$ cat src/rtl/uart_tx_arbiter.sv
// -----------------------------------------------------------------------------
// uart_tx_arbiter
//
// Shares one UART transmitter between NUM_REQ byte-stream requesters. In IDLE
// a round-robin search picks one valid requester, and its byte is accepted. The
// byte goes to the UART as a single-cycle data_en strobe. The block then follows
// the UART's tx_done handshake until the transmitter is idle again. Completion
// is reported with req_done. A transfer that exceeds TIMEOUT_CYCLES in BUSY is
// reported with req_err.
//
// Parameters
//   NUM_REQ         number of requesters (2..16)
//   TIMEOUT_CYCLES  maximum cycles spent in BUSY+DRAIN before abort (>= 16)
//
// Ports
//   clk           rising-edge clock
//   rst           synchronous active-high reset
//   req_valid     per-requester byte pending
//   req_data      byte of requester i in bits [8i+7:8i]
//   req_ready     combinational one-hot accept (IDLE only)
//   req_done      registered one-cycle completion pulse, one bit per requester
//   req_err       registered one-cycle timeout pulse, one bit per requester
//   uart_data_en  registered one-cycle issue strobe to the UART
//   uart_data     registered byte to the UART, stable until back in IDLE
//   uart_tx_done  UART end-of-byte indication (high for >= 2 cycles)
//   busy          registered, high whenever the state is not IDLE
//   grant_idx     registered index of the current or most recent grant
// -----------------------------------------------------------------------------
module uart_tx_arbiter #(
    parameter  int NUM_REQ        = 4,
    parameter  int TIMEOUT_CYCLES = 65535,
    localparam int IDX_W          = $clog2(NUM_REQ)
) (
    input  logic                 clk,
    input  logic                 rst,
    input  logic [NUM_REQ-1:0]   req_valid,
    input  logic [NUM_REQ*8-1:0] req_data,
    output logic [NUM_REQ-1:0]   req_ready,
    output logic [NUM_REQ-1:0]   req_done,
    output logic [NUM_REQ-1:0]   req_err,
    output logic                 uart_data_en,
    output logic [7:0]           uart_data,
    input  logic                 uart_tx_done,
    output logic                 busy,
    output logic [IDX_W-1:0]     grant_idx
);

    // The counter must hold TIMEOUT_CYCLES and is never narrower than 16 bits.
    localparam int CNT_RAW = $clog2(TIMEOUT_CYCLES + 1);
    localparam int CNT_W   = (CNT_RAW < 16) ? 16 : CNT_RAW;
    localparam logic [CNT_W-1:0] TMO_LAST = CNT_W'(TIMEOUT_CYCLES - 1);

    typedef enum logic [1:0] {
        IDLE  = 2'd0,
        ISSUE = 2'd1,
        BUSY  = 2'd2,
        DRAIN = 2'd3
    } state_t;

    state_t               state_q, state_d;
    logic [IDX_W-1:0]     last_grant_q, last_grant_d;
    logic [IDX_W-1:0]     grant_idx_q, grant_idx_d;
    logic [7:0]           uart_data_q, uart_data_d;
    logic                 uart_data_en_q, uart_data_en_d;
    logic                 busy_q, busy_d;
    logic [NUM_REQ-1:0]   req_done_q, req_done_d;
    logic [NUM_REQ-1:0]   req_err_q, req_err_d;
    logic [CNT_W-1:0]     cnt_q, cnt_d;

    logic [NUM_REQ-1:0][7:0] req_bytes;
    logic                    sel_found;
    logic [IDX_W-1:0]        sel_idx;
    logic                    accept;
    logic                    timeout;

    assign req_bytes = req_data;

    // Round-robin search starting one past the last winner, with wrap-around.
    always_comb begin
        int cand;
        // NOTE: combinational blocks use blocking '=' and give every output a
        // default first, so no path through the block leaves a latch behind.
        cand      = 0;
        sel_found = 1'b0;
        sel_idx   = '0;
        for (int off = 1; off <= NUM_REQ; off++) begin
            cand = (int'(last_grant_q) + off) % NUM_REQ;
            if (!sel_found && req_valid[IDX_W'(cand)]) begin
                sel_found = 1'b1;
                sel_idx   = IDX_W'(cand);
            end
        end
    end

    // Ready is offered only in IDLE and never while reset is held.
    assign accept = !rst && (state_q == IDLE) && sel_found;

    always_comb begin
        req_ready = '0;
        if (accept) begin
            req_ready[sel_idx] = 1'b1;
        end
    end

    // Next-state and registered-output logic.
    always_comb begin
        state_d        = state_q;
        last_grant_d   = last_grant_q;
        grant_idx_d    = grant_idx_q;
        uart_data_d    = uart_data_q;
        uart_data_en_d = 1'b0;
        req_done_d     = '0;
        req_err_d      = '0;
        cnt_d          = cnt_q;
        timeout        = (cnt_q >= TMO_LAST);

        case (state_q)
            IDLE: begin
                // tx_done is ignored here.
                if (accept) begin
                    uart_data_d    = req_bytes[sel_idx];
                    grant_idx_d    = sel_idx;
                    last_grant_d   = sel_idx;
                    cnt_d          = '0;
                    uart_data_en_d = 1'b1;
                    state_d        = ISSUE;
                end
            end
            ISSUE: begin
                // The strobe is high during this cycle. A tx_done still high
                // from earlier activity is ignored.
                state_d = BUSY;
            end
            BUSY: begin
                cnt_d = cnt_q + CNT_W'(1);
                // A completion seen on the same cycle as the timeout wins:
                // the byte went out, so it is reported as done.
                if (uart_tx_done) begin
                    req_done_d[grant_idx_q] = 1'b1;
                    state_d                 = DRAIN;
                end else if (timeout) begin
                    req_err_d[grant_idx_q] = 1'b1;
                    state_d                = IDLE;
                end
            end
            DRAIN: begin
                // Hold off until tx_done drops. This stops a multi-cycle
                // tx_done from counting twice and keeps the UART idle before
                // the next strobe. Done has already fired, so a timeout here
                // just returns to IDLE.
                cnt_d = cnt_q + CNT_W'(1);
                if (!uart_tx_done || timeout) begin
                    state_d = IDLE;
                end
            end
            default: state_d = IDLE;
        endcase

        busy_d = (state_d != IDLE);
    end

    always_ff @(posedge clk) begin
        // NOTE: sequential state uses non-blocking '<=' so every flop samples
        // values from before the edge, independent of statement order.
        if (rst) begin
            state_q        <= IDLE;
            last_grant_q   <= IDX_W'(NUM_REQ - 1);
            grant_idx_q    <= '0;
            uart_data_q    <= 8'h00;
            uart_data_en_q <= 1'b0;
            busy_q         <= 1'b0;
            req_done_q     <= '0;
            req_err_q      <= '0;
            cnt_q          <= '0;
        end else begin
            state_q        <= state_d;
            last_grant_q   <= last_grant_d;
            grant_idx_q    <= grant_idx_d;
            uart_data_q    <= uart_data_d;
            uart_data_en_q <= uart_data_en_d;
            busy_q         <= busy_d;
            req_done_q     <= req_done_d;
            req_err_q      <= req_err_d;
            cnt_q          <= cnt_d;
        end
    end

    assign req_done     = req_done_q;
    assign req_err      = req_err_q;
    assign uart_data_en = uart_data_en_q;
    assign uart_data    = uart_data_q;
    assign busy         = busy_q;
    assign grant_idx    = grant_idx_q;

endmodule

$ cat config.mk
export PLATFORM = sky130hd
export DESIGN_NAME = uart_tx_arbiter
export DESIGN_NICKNAME = d
export VERILOG_FILES = /design/src/rtl/uart_tx_arbiter.sv
export SDC_FILE = /design/constraint.sdc
export NUM_CORES = 1
export LEC_CHECK = 0
export CAP_MARGIN = 30
export CORE_MARGIN = 3
export CORE_UTILIZATION = 25
export DETAILED_ROUTE_END_ITERATION = 16
export PLACE_DENSITY = 0.48
export SYNTH_ARGS = -nofsm -noshare
export SYNTH_HDL_FRONTEND = slang
export SYNTH_SLANG_ARGS = --single-unit
export TNS_END_PERCENT = 100
$ cat constraint.sdc
create_clock -name clk -period 1.68 [get_ports clk]
set_clock_uncertainty 0.05 [all_clocks]
set_input_delay 0.168 -clock clk [delete_from_list [all_inputs] [get_ports clk]]
set_output_delay 0.168 -clock clk [all_outputs]
set_load 0.01 [all_outputs]
==> run_results.csv, run 1 <==
group,metric,value,unit
outcome,status,"finished with violations",
outcome,failed_checks,"setup timing",
setup_path,cp_data_required_time,1.46,ns
synth,syn-mean-instance-area,8.88,µm²
cts,cts_tree,"done",
min_path,min_path_type,"reg2reg",
drt,vias_per_cell,4.61,
finish,fin_cells,424,
synth,synthFlopType,"dfxtp_1",
setup_path,crit_arrival,1.86,ns
sta,hold-worst-slack,0.419,ns
floorplanning,num_rows,31,
global_route,antenna_found_initial,0,
synth,syn_area,1970,µm²
sta,clock.fmax,481,MHz
sta,worst_pin_slew,0.304,ns
global_route,grt_pass1_vias,1869,
drt,drt-initial-drc-count,60,
floorplanning,dieArea,8980,µm²
drt,final_antenna_net_count,0,
synth,synth_cell_type_count,46,
cts,clk_latency,0.29,ns
setup_path,end_kind,"output port",
synth,synthArstFlopShare,0,%
synth,ys_seq_area_share,40.6,%
global_route,overflow,0,
cts,numCtsBuffers,5,
run,cap_violations,0,
global_route,grt_use_total,12.1,%
placed_design,place_congestion,0.742,
global_route,grt_max_degree,25,
finish,drive_gt1_share,29.5,%
floorplanning,chipHeight,94.8,µm
sta,fin_crit,2.08,ns
setup_path,crit_path_max_fanout,2,
cts,cts_buffer_depth,2,
cts,hold_buffers,0,
floorplanning,die_w,94.8,µm
synth,synth_fp_nets,263,
drt,totalWireLength,5330,µm
drt,wire_per_inst,12.6,µm
cts,cts_sinks,40,
placed_design,place_area,2940,µm²
placed_design,dpl_worst_slack,-0.857,ns
sta,slew_violations,0,
floorplanning,initial_core_util,26.5,%
sta,fin_ws,-0.398,ns
synth,ys_warn_count,0,
sta,finalSetupViolCount,12,
finish,antenna_cells,0,
synth,synth_edf_count,0,
cts,root_buffer,"clkbuf_8",
power_and_ir_drop,ir_drop,448,µV
placed_design,placed_cells,404,
placed_design,port-buffer-count,62,
placed_design,dp.final_hpwl,3950,µm
cts,htreeDepth,2,
finish,layout.nets,365,
cts,path_clk_slew,0.09,ns
global_route,grt_pass1_wl,8650,µm
floorplanning,coreArea,7450,µm²
power_and_ir_drop,leakage,0.00124,µW
drt,drc_errors,0,
synth,yosys_register_bits,40,
floorplanning,boundaryPins,63,
setup_path,start_kind,"register",
finish,area_growth,67.5,%
sta,period_share,124,%
drt,vias,1956,
finish,final_area,3300,µm²
sta,slew_headroom,79.5,%
sta,hold_violations,0,
setup_path,worst-setup-path-type,"reg2out",
synth,syn-instance-count,222,
sta,rsz0062_at_grt,"yes",
drt,dr.pass1.iters,4,
power_and_ir_drop,p_per_area,886,nW/µm²
layout by cell type (no fill, tap or decap), drive strengths merged, types with 4 or more instances in the layout:
master          n
a21oi          13
dfxtp          40
nor2           25
o21ai           8
a311oi          5
nor3            6
clkdlybuf4s50  55
o221ai          8
nand2b          5
inv            11
clkbuf          6
nand2          23
buf            48
mux2i          17
a31oi           4
worst paths after layout:
kind | start | endpoint | slack (ns) | cells after the start
min | uart_data[6] | uart_data[6] | 0.42 | 2
max reg2reg | last_grant_q[0] | uart_data[0] | -0.34 | 9
max | last_grant_q[0] | req_ready[0] | -0.40 | 7
min reg2reg | uart_data[6] | uart_data[6] | 0.42 | 2
kinds of logic (layout without fill, tap and decap cells):
| group | Yosys count | count (layout) | share of synthesized area, % |
|---|---|---|---|
| xor+xnor | 2 | 2 | 0.889 |
| mux | 19 | 19 | 9.78 |
| fa+ha+maj | 2 | 2 | 1.27 |
| simple gates | 86 | 86 | 21.7 |
| compound gates | 52 | 52 | 21.2 |
| flops | 40 | 40 | 40.6 |
| buf+inv | 21 | 124 | 4.57 |
cells in the mapped netlist, types with 4 or more instances:
cell | count | area, µm²
nand2b_1 | 5 | 31.3
mux2i_1 | 17 | 170
o221ai_2 | 8 | 120
o21ai_0 | 7 | 35.0
a311oi_1 | 5 | 43.8
clkbuf_1 | 7 | 26.3
nand2_1 | 23 | 86.3
a31oi_1 | 4 | 25.0
a21oi_1 | 13 | 65.1
dfxtp_1 | 40 | 801
inv_1 | 9 | 33.8
nor2_1 | 25 | 93.8
nor3_1 | 6 | 30.0
power by group:
| group | switching, µW | internal (µW) |
|---|---|---|
| Clock | 366 | 448 |
| Combinational | 446 | 574 |
| Sequential | 58.7 | 1030 |
registers in the layout (all words and copies together) (netlist names):
| register | count |
|---|---|
| busy | 1 |
| cnt_q | 16 |
| grant_idx | 2 |
| last_grant_q | 2 |
| req_done | 4 |
| req_err | 4 |
| state_q | 2 |
| uart_data | 8 |
| uart_data_en | 1 |
through the flow:
step	power, µW	setup TNS, ns	util, %
after floorplan	1510	-0.00780	-
after global placement	1970	-17.76	39.5
after detailed placement	1960	-17.78	39.5
after CTS	2920	-3.31	43.2
after global routing	3090	-4.83	44.3
final	2920	-3.62	44.3
layout make-up:
| cell class | instances | area (µm²) |
|---|---|---|
| multi-input combinational | 161 | 1220 |
| fill | 763 | 4150 |
| clock buffer | 5 | 68.8 |
| clock inverter | 3 | 46.3 |
| inverter | 10 | 40.0 |
| sequential | 40 | 807 |
| tap | 99 | 124 |
| timing repair buffer | 106 | 992 |
repair_timing:
action / 4_1_cts / 5_1_grt
setup endpoints to repair: 30 / 29
setup buffers: 10 / 3
pin swaps: 11 / 10
resized for setup: 50 / 15
cloned: 0 / 0
critical path, stage by stage (launching register included):
cell and delay [ns]:
dfxtp_2 0.34, inv_2 0.05, a221oi_4 0.25, a31oi_2 0.07, or4b_4 0.53, buf_6 0.15
nor2_4 0.07, buf_6 0.10
layer usage:
| metal | routed length [µm] | global-route usage, % | vias up | share of wire, % |
|---|---|---|---|---|
| met1 | 2390 | 14.9 | 875 | 45 |
| met3 | 479 | 5.02 | 2 | 9.0 |
| met5 | 0 | 0 | - | 0 |
| li1 | - | - | 1017 | - |
| met4 | 17 | 2.52 | 0 | 0.32 |
| met2 | 2440 | 19.9 | 62 | 46 |
No activity file was read; power rests on OpenSTA's default activity.
==> inputs of run 2 (changes only) <==
GPL_ROUTABILITY_DRIVEN = 0   (was default)
==> results of run 2 <==
No change in the layout: final DEF, timing and power equal those of run 1.
==> inputs of run 3 (changes only) <==
CTS_CLUSTER_DIAMETER = 30   (was default)
==> results of run 3 <==
No change in the layout: final DEF, timing and power equal those of run 1.
